**src/rtl/cnn_result_streamer.sv**
```systemverilog
// Output-side reader for the 4x4 cellular-array engine: waits for the iteration
// budget or convergence, snapshots the 16 cell states, then streams them out.
module cnn_result_streamer #(
  parameter int DATA_WIDTH = 16,
  parameter int ITER_COUNT = 8,
  parameter int ITER_W     = 8
) (
  input  logic                         clk,
  input  logic                         rst,
  input  logic                         start,
  input  logic                         frame_tick,
  input  logic [16*DATA_WIDTH-1:0]     y_in,
  output logic signed [DATA_WIDTH-1:0] out_data,
  output logic [3:0]                   out_index,
  output logic                         out_valid,
  input  logic                         out_ready,
  output logic                         out_last,
  output logic                         busy,
  output logic                         done,
  output logic                         converged,
  output logic                         start_err
);

  localparam logic [1:0] IDLE = 2'd0;
  localparam logic [1:0] WAIT = 2'd1;
  localparam logic [1:0] SEND = 2'd2;
  localparam logic [1:0] DONE = 2'd3;

  logic [1:0]              state;
  logic [ITER_W-1:0]       iter_cnt;
  logic [ITER_W-1:0]       iter_next;
  logic                    prev_valid;
  logic [16*DATA_WIDTH-1:0] prev;
  logic [16*DATA_WIDTH-1:0] snapshot;
  logic [3:0]              idx;
  logic                    eq;
  logic                    hit;

  assign iter_next = iter_cnt + 1'b1;
  assign eq        = prev_valid && (y_in == prev);
  assign hit       = eq || (iter_next == ITER_W'(ITER_COUNT));

  always_ff @(posedge clk) begin
    if (rst) begin
      state      <= IDLE;
      iter_cnt   <= '0;
      prev_valid <= 1'b0;
      prev       <= '0;
      snapshot   <= '0;
      idx        <= '0;
      converged  <= 1'b0;
      start_err  <= 1'b0;
    end else begin
      if (start && (state == WAIT || state == SEND))
        start_err <= 1'b1;
      case (state)
        IDLE: begin
          // A frame_tick coinciding with start belongs to no collection.
          if (start) begin
            state      <= WAIT;
            iter_cnt   <= '0;
            prev_valid <= 1'b0;
            converged  <= 1'b0;
            start_err  <= 1'b0;
          end
        end
        WAIT: begin
          if (frame_tick) begin
            iter_cnt   <= iter_next;
            prev       <= y_in;
            prev_valid <= 1'b1;
            if (hit) begin
              snapshot  <= y_in;
              idx       <= '0;
              converged <= eq;
              state     <= SEND;
            end
          end
        end
        SEND: begin
          if (out_ready) begin
            idx <= idx + 4'd1;
            if (idx == 4'd15)
              state <= DONE;
          end
        end
        DONE: state <= IDLE;
        default: state <= IDLE;
      endcase
    end
  end

  always_comb begin
    out_data  = '0;
    out_index = '0;
    out_valid = 1'b0;
    out_last  = 1'b0;
    if (state == SEND) begin
      out_data  = snapshot[int'(idx)*DATA_WIDTH +: DATA_WIDTH];
      out_index = idx;
      out_valid = 1'b1;
      out_last  = (idx == 4'd15);
    end
  end

  assign busy = (state == WAIT) || (state == SEND);
  assign done = (state == DONE);

endmodule

```
**config.mk**
```make
export PLATFORM = sky130hd
export DESIGN_NAME = cnn_result_streamer
export DESIGN_NICKNAME = d
export VERILOG_FILES = /design/src/rtl/cnn_result_streamer.sv
export SDC_FILE = /design/constraint.sdc
export NUM_CORES = 1
export LEC_CHECK = 0
export ABC_AREA = 0
export BUFFER_PORTS_ARGS = -buffer_cell sky130_fd_sc_hd__buf_2
export CORE_MARGIN = 2
export CORE_UTILIZATION = 59
export CTS_BUF_LIST = sky130_fd_sc_hd__clkbuf_16
export DETAILED_ROUTE_END_ITERATION = 7
export PLACE_DENSITY = 0.8
export SKIP_LAST_GASP = 1
export SYNTH_ARGS = -nofsm -noshare
export SYNTH_HDL_FRONTEND = slang
export SYNTH_SLANG_ARGS = --single-unit
```
**constraint.sdc**
```tcl
create_clock -name clk -period 3.56 [get_ports clk]
set_input_delay 0.712 -clock clk [delete_from_list [all_inputs] [get_ports clk]]
set_output_delay 0.712 -clock clk [all_outputs]
set_load 0.02 [all_outputs]
```
==> results of run 1 <==
[per-layer routing]
layer | track usage (%) | share of wire, % | vias up
met5 | 0 | 0 | -
met2 | 72.0 | 41 | 2226
li1 | - | - | 11800
met3 | 13.4 | 14 | 484
met1 | 65.2 | 37 | 13100
met4 | 32.3 | 8.5 | 0
[cells in the mapped netlist, types with 2 or more instances]
cell type	count
sky130_fd_sc_hd__nand3b_1	250
sky130_fd_sc_hd__o22ai_1	4
sky130_fd_sc_hd__nor2b_1	8
sky130_fd_sc_hd__nand4b_1	2
sky130_fd_sc_hd__buf_2	21
sky130_fd_sc_hd__xor2_1	17
sky130_fd_sc_hd__clkbuf_1	218
sky130_fd_sc_hd__a22oi_1	2
sky130_fd_sc_hd__o2111ai_1	7
sky130_fd_sc_hd__nand4_1	162
sky130_fd_sc_hd__or3_1	17
sky130_fd_sc_hd__and2_1	21
sky130_fd_sc_hd__clkbuf_2	2
sky130_fd_sc_hd__xnor2_1	115
sky130_fd_sc_hd__nor4_1	41
sky130_fd_sc_hd__dfxtp_1	529
sky130_fd_sc_hd__mux4_2	80
sky130_fd_sc_hd__o211ai_1	3
sky130_fd_sc_hd__and3_1	5
sky130_fd_sc_hd__o21ai_0	268
sky130_fd_sc_hd__nand3_1	22
sky130_fd_sc_hd__buf_1	9
sky130_fd_sc_hd__a21oi_1	524
sky130_fd_sc_hd__nand2_1	535
sky130_fd_sc_hd__or4_1	5
sky130_fd_sc_hd__ha_1	7
sky130_fd_sc_hd__nand2b_1	239
sky130_fd_sc_hd__nor3_1	14
sky130_fd_sc_hd__nor2_1	17
sky130_fd_sc_hd__inv_1	19
sky130_fd_sc_hd__o2bb2ai_1	5
[worst register-to-register path, delay by kind of cell (launching register included)]
kind	cells	cell delay, ns
AO/OA/AOI/OAI	3	0.66
XOR/XNOR	1	0.18
buffers and inverters	2	0.42
flip-flops	1	0.34
AND/OR/NAND/NOR	4	1.48
[what timing repair did]
item | in CTS | in global routing
buffers inserted | 7 | 2
resized for setup | 11 | 6
gates cloned | 4 | 1
endpoints found under the setup margin | 16 | 12
[stage by stage]
stage / hold WS (ns) / instances / total power [mW] / worst slack [ns] / TNS, ns
after floorplan: 0.444 / 3187 / 8.69 / 0.305 / 0
after global placement: 0.451 / 3989 / 10.4 / 0.0863 / 0
after detailed placement: 0.456 / 3989 / 10.5 / -0.0337 / -0.0337
after CTS: 0.332 / 4095 / 15.8 / -0.0155 / -0.0539
after global routing: 0.368 / 4101 / 16.4 / -0.00863 / -0.0160
final: 0.352 / 4105 / 16.1 / -0.0218 / -0.0363
[worst min-delay path by stage]
stage	cells after the start	from	end
global placement	2	prev[115]$_SDFFE_PP0P_	prev[115]$_SDFFE_PP0P_
detailed placement	2	prev[127]$_SDFFE_PP0P_	prev[127]$_SDFFE_PP0P_
CTS	3	y_in[245]	prev[245]$_SDFFE_PP0P_
floorplan	2	prev[224]$_SDFFE_PP0P_	prev[224]$_SDFFE_PP0P_
finish	3	y_in[194]	prev[194]$_SDFFE_PP0P_
global route	3	y_in[245]	prev[245]$_SDFFE_PP0P_
[final cells by class]
class,count,area share (%)
Antenna cell,8,0.0644
Timing Repair Buffer,474,10.9
Clock inverter,42,0.962
Tap cell,592,2.38
Multi-Input combinational cell,2387,47.1
Sequential cell,529,34.1
Clock buffer,53,4.27
Inverter,20,0.242
[registers in the layout, indices dropped and copies added, names as in the netlist]
name,flops
converged,1
idx,4
iter_cnt,8
prev,256
prev_valid,1
snapshot,256
start_err,1
state,2
[kinds of logic after synthesis]
logic type               count (synthesis)  synth area share (%)
AO/OA/AOI/OAI                          822                  16.1
XOR/XNOR                               132                  4.40
adder cells (fa/ha/maj)                  7                 0.334
buffers and inverters                  271                  4.01
flip-flops                             529                  40.3
multiplexers                            81                  6.90
AND/OR/NAND/NOR                       1345                  28.0
[power by group through the flow]
stage / clock [mW] / combinational, mW / sequential (mW)
after global routing: 5.62 / 4.19 / 6.64
after global placement: 0 / 3.68 / 6.68
final: 5.43 / 4.02 / 6.60
after detailed placement: 0 / 3.76 / 6.71
after CTS: 5.39 / 3.84 / 6.58
after floorplan: 0 / 2.05 / 6.64
==> run_results.csv, run 1 <==
group,metric,value,unit
routing,detailed_route_iter0_violations,4883,
grt,first_global_vias,24900,
sta,min_period_over_period,101,%
critical_path,slowest_stage,"sky130_fd_sc_hd__mux4_2",
critical_path,critPathMaxFanout,6,
critical_path,critical_path.endpoint,"out_data[15]",
finish,post-route-cell-area,31100,sq um
grt,grt_pass1_wl,168000,microns
routing,detail-route-antenna-nets,0,
placed_design,placed_area,29200,sq um
die,row_count,77,
critical_path,worstSetupEndpointType,"output port",
logic_synthesis,post_synth_instance_area,26300,sq um
logic_synthesis,synthDominantCellAreaShare,40.3,%
logic_synthesis,synthDistinctLibCells,50,
die,floorplan.die_area,46200,sq um
clock_tree,clockRootBuffer,"sky130_fd_sc_hd__clkbuf_16",
critical_path,critPathLaunch,"idx[0]$_SDFFE_PP0P_",
logic_synthesis,synth_warnings,0,
critical_path,critical_path_source_type,"flop",
grt,grt_start_max_net_pins,104,
routing,post-route-drc-count,0,
grt,grt_use_total,49.6,%
routing,routed_wire_length_per_instance,28.9,microns
critical_path,critical_path_required,2.85,ns
clock_tree,tritoncts_clock_tree,"done",
finish,layout_common_cells,"sky130_fd_sc_hd__nand2_1 (534), sky130_fd_sc_hd__dfxtp_1 (527), sky130_fd_sc_hd__a21oi_1 (524)",
logic_synthesis,sequential_area_share_after_synthesis,40.3,%
critical_path,cp_num_buf_inv,3,
routing,vias_per_cell,6.74,
clock_tree,clk_latency,0.63,ns
sta,setup-violations-final,3,
status,violated_checks,"setup timing",
sta,maxSlewHeadroom,39.5,%
status,outcome,"finished, violations left",
logic_synthesis,synth_seq_cells,529,
logic_synthesis,async_flop_share,0,%
run,timing.max_cap.violations,0,
finish,fillers,3234,
pwr,comb_power_share,25.1,%
pwr,reg_power_share,41.1,%
clock_tree,clock_tree.buffer_depth,3,
clock_tree,cts.hold.buffers_added,0,
finish,post_route_utilization,70.6,%
logic_synthesis,post_synth_inst_count,3187,
pwr,cellPowerDensity,517,nW/um^2
sta,hold_viol_final,0,
routing,detailroute.via_count,27700,
routing,routed_wirelength,119000,microns
die,die_w,215,microns
finish,area_occupied_by_multi_input_gates,14600,sq um
clock_tree,cts_max_level,2,
critical_path,critical_path_class,"reg2out",
clock_tree,clk_pin_slew,0.06,ns
critical_path,slowest_delay,0.63,ns
critical_path,ff2ff_setup_slack,0.31,ns
clock_tree,cts_sinks,529,
logic_synthesis,synthesis.area_per_instance,8.24,sq um
worst_hold_path,min-delay-path-class,"in2reg",
pwr,clock_share_of_power,33.8,%
sta,final_period_minus_worst_setup_slack,3.58,ns
grt,grt_remaining_overflow,0,
critical_path,critPathMostFrequentCell,"sky130_fd_sc_hd__mux4_2",
pwr,net-switching-power,5.47,mW
sta,grt_setup_unrepaired,"true",
logic_synthesis,yosys.area.top_type,"sky130_fd_sc_hd__dfxtp_1",
logic_synthesis,synth-main-ff-cell,"sky130_fd_sc_hd__dfxtp_1",
critical_path,timing.critical_path.max_delay_family,"multiplexers",
placed_design,portBuffers,286,
sta,fin_ws,-0.0218,ns
finish,drive_gt1_share,18.1,%
logic_synthesis,netlist_top_cells_area,"sky130_fd_sc_hd__dfxtp_1 (40%), sky130_fd_sc_hd__a21oi_1 (10%), sky130_fd_sc_hd__nand2_1 (7.6%)",
pwr,switching_share,34.1,%
finish,seq_area,10600,sq um
placed_design,place_congestion,1.08,
clock_tree,numCtsBuffers,53,
sta,fin_skew,0.0273,ns
sta,report.final.slew_viol_count,0,
sta,worst_slew_pin_slew,0.908,ns
die,floorplan.core_area,44000,sq um
die,die_h,215,microns
finish,mostFrequentLayoutCell,"sky130_fd_sc_hd__nand2_1",
pwr,p_int,10.6,mW
die,start_util,59.6,%
critical_path,crit_chain,"buf_4, buf_16, mux4_2, mux4_2, and2_1, buf_2",
critical_path,cp.arrival,2.87,ns
critical_path,cp_num_cells,6,
die,pin_count,287,
pwr,cellLeakagePower,10.7,nW
logic_synthesis,count_of_flip_flops_with_a_built_in_enable_after_synthesis,0,
routing,detailedRoute.firstPassIterationCount,8,
pwr,power.ir.vdd_worst,458,uV
placed_design,detailedPlacementHpwl,90000,microns
finish,synthToLayoutAreaGrowth,18.4,%
logic_synthesis,synth.net_count,3455,
finish,nNetsFinal,3733,
critical_path,reg2reg_depth,10,
critical_path,regToRegEndpoint,"snapshot[252]$_SDFFE_PP0P_",
critical_path,regToRegStartpoint,"prev[199]$_SDFFE_PP0P_",
sta,achievable-frequency,279,MHz
grt,antenna_violations_before_repair,13,
(Power assumes the default switching activity.)
==> run 2: changes to the inputs <==
CORE_UTILIZATION = 61   (was 59)
CTS_BUF_LIST = sky130_fd_sc_hd__clkbuf_8   (was sky130_fd_sc_hd__clkbuf_16)
PLACE_DENSITY = 0.82   (was 0.8)
==> run_results.csv, run 2 (synthesis results as in run 1) <==
group,metric,value,unit
grt,antenna_violations_before_repair,13,
grt,grt_pass1_wl,164000,microns
grt,grt_remaining_overflow,0,
die,floorplan.core_area,42800,sq um
critical_path,regToRegStartpoint,"prev[13]$_SDFFE_PP0P_",
die,die_h,211,microns
die,die_w,211,microns
pwr,clock_share_of_power,33.9,%
routing,routed_wirelength,117000,microns
sta,report.final.slew_viol_count,0,
routing,detailedRoute.firstPassIterationCount,8,
clock_tree,clk_latency,0.71,ns
status,outcome,"finished, violations left",
sta,grt_setup_unrepaired,"true",
finish,mostFrequentLayoutCell,"sky130_fd_sc_hd__nand2_1",
sta,maxSlewHeadroom,30.0,%
routing,detailroute.via_count,27700,
pwr,power.ir.vdd_worst,461,uV
sta,final_period_minus_worst_setup_slack,3.69,ns
pwr,p_int,10.4,mW
placed_design,dp_cells,3931,
clock_tree,tritoncts_clock_tree,"done",
pwr,p_total,16.0,mW
finish,biggestRegsByFlops,"prev: 256 flops, snapshot: 256 flops, iter_cnt: 8 flops",
routing,detailed_route_iter0_violations,4591,
sta,achievable-frequency,271,MHz
finish,layout_common_cells,"sky130_fd_sc_hd__nand2_1 (534), sky130_fd_sc_hd__dfxtp_1 (527), sky130_fd_sc_hd__a21oi_1 (524)",
pwr,cellPowerDensity,513,nW/um^2
critical_path,critPathLaunch,"idx[0]$_SDFFE_PP0P_",
finish,drive_gt1_share,19.4,%
die,floorplan.die_area,44700,sq um
placed_design,placed_area,29000,sq um
sta,worst_slew_pin_slew,1.05,ns
clock_tree,cts_max_level,3,
clock_tree,clk_pin_slew,0.07,ns
clock_tree,clockRootBuffer,"sky130_fd_sc_hd__clkbuf_8",
grt,grt_use_total,50.7,%
sta,min_period_over_period,104,%
sta,hold_viol_final,0,
critical_path,cp.arrival,2.98,ns
clock_tree,clock_tree.buffer_depth,3,
worst_hold_path,min-delay-path-class,"in2reg",
routing,vias_per_cell,6.75,
critical_path,critPathMaxFanout,9,
sta,setup_total_negative_slack,-1.27,ns
die,row_count,76,
clock_tree,cts.hold.buffers_added,0,
critical_path,critical_path_required,2.85,ns
grt,grt_start_max_net_pins,116,
sta,fin_ws,-0.128,ns
pwr,comb_power_share,24.8,%
finish,finish.cell_count_without_fillers,4109,
clock_tree,numCtsBuffers,88,
finish,fillers,3113,
critical_path,worstSetupEndpointType,"output port",
placed_design,place_congestion,1.12,
critical_path,critical_path_class,"reg2out",
routing,routed_wire_length_per_instance,28.5,microns
grt,first_global_vias,25100,
pwr,cellLeakagePower,10.8,nW
finish,post-route-cell-area,31100,sq um
run,timing.max_cap.violations,0,
pwr,net-switching-power,5.59,mW
die,pin_count,287,
sta,setup-violations-final,16,
finish,nNetsFinal,3757,
routing,post-route-drc-count,0,
sta,fin_skew,0.0378,ns
clock_tree,cts_sinks,529,
die,start_util,61.4,%
finish,synthToLayoutAreaGrowth,18.5,%
worst_hold_path,worstHoldStart,"y_in[28]",
critical_path,critical_path_source_type,"flop",
placed_design,portBuffers,286,
status,violated_checks,"setup timing",
pwr,reg_power_share,41.3,%
pwr,switching_share,35.0,%
placed_design,detailedPlacementHpwl,86900,microns
routing,detail-route-antenna-nets,0,
==> run 2: cell types whose count changed in the layout (fill, tap and decap cells not counted), moves of 10 or more <==
| cell | previous run | this run |
|---|---|---|
| sky130_fd_sc_hd__buf_2 | 282 | 270 |
| sky130_fd_sc_hd__buf_4 | 151 | 141 |
| sky130_fd_sc_hd__buf_6 | 1 | 15 |
| sky130_fd_sc_hd__clkbuf_16 | 54 | 1 |
| sky130_fd_sc_hd__clkbuf_8 | 0 | 110 |
| sky130_fd_sc_hd__clkinv_1 | 12 | 0 |
| sky130_fd_sc_hd__inv_1 | 37 | 50 |
==> run 2: final timing paths <==
path                       endpoint  slack, ns  depth (start not counted)
max reg2reg   state[0]$_SDFFE_PP0P_       0.14                         10
min reg2reg  prev[148]$_SDFFE_PP0P_       0.47                          2
max                     out_data[4]      -0.13                          6
min           prev[28]$_SDFFE_PP0P_       0.27                          3
==> run 2: power groups by stage <==
| stage | Clock [mW] | Combinational (mW) | Sequential [mW] |
|---|---|---|---|
| final | 5.42 | 3.96 | 6.59 |
| after global routing | 5.64 | 4.09 | 6.63 |
| after CTS | 5.36 | 3.74 | 6.58 |
| after detailed placement | 0 | 3.67 | 6.70 |
| after global placement | 0 | 3.59 | 6.67 |
| after floorplan | 0 | 2.05 | 6.64 |
==> run 2: repair_timing <==
item	CTS	global route
gates cloned	5	2
setup buffers	5	3
gates resized for setup	51	0
endpoints found under the setup margin	16	16
hold endpoints to repair	0	0
pin swaps	1	0
==> run 2: metal layers <==
layer	up-vias	wire length, microns	global-route usage (%)	part of all wire, %
li1	11900	-	-	-
met4	10	10300	39.0	8.8
met3	468	16200	15.3	14
met2	2155	48200	72.1	41
met1	13200	42200	64.3	36
met5	-	53	0	0.045
==> run 2: critical path, stage by stage (launching register included) <==
cell and delay [ns]:
sky130_fd_sc_hd__dfxtp_4 0.43, sky130_fd_sc_hd__buf_4 0.16, sky130_fd_sc_hd__buf_16 0.16, sky130_fd_sc_hd__mux4_2 0.63
sky130_fd_sc_hd__mux4_2 0.54, sky130_fd_sc_hd__and2_1 0.18, sky130_fd_sc_hd__buf_2 0.16
==> run 2: cell type report <==
cell class	instances	area, sq um	area share [%]
repair buffers	463	3360	10.8
clock inverters	44	219	0.703
well taps	546	683	2.19
inverters	20	75.1	0.241
diodes	10	25.0	0.0804
multi-input cells	2387	14700	47.1
clock buffers	110	1510	4.86
flip-flops and latches	529	10600	34.0
==> run 2: per-stage QoR <==
stage | utilization [%] | hold slack, ns | worst slack, ns
finish | 72.7 | 0.272 | -0.128
global placement | 67.8 | 0.450 | 0.0225
detailed placement | 67.8 | 0.457 | -0.109
global route | 72.7 | 0.288 | -0.0904
CTS | 72.6 | 0.263 | -0.0717
floorplan | - | 0.444 | 0.305
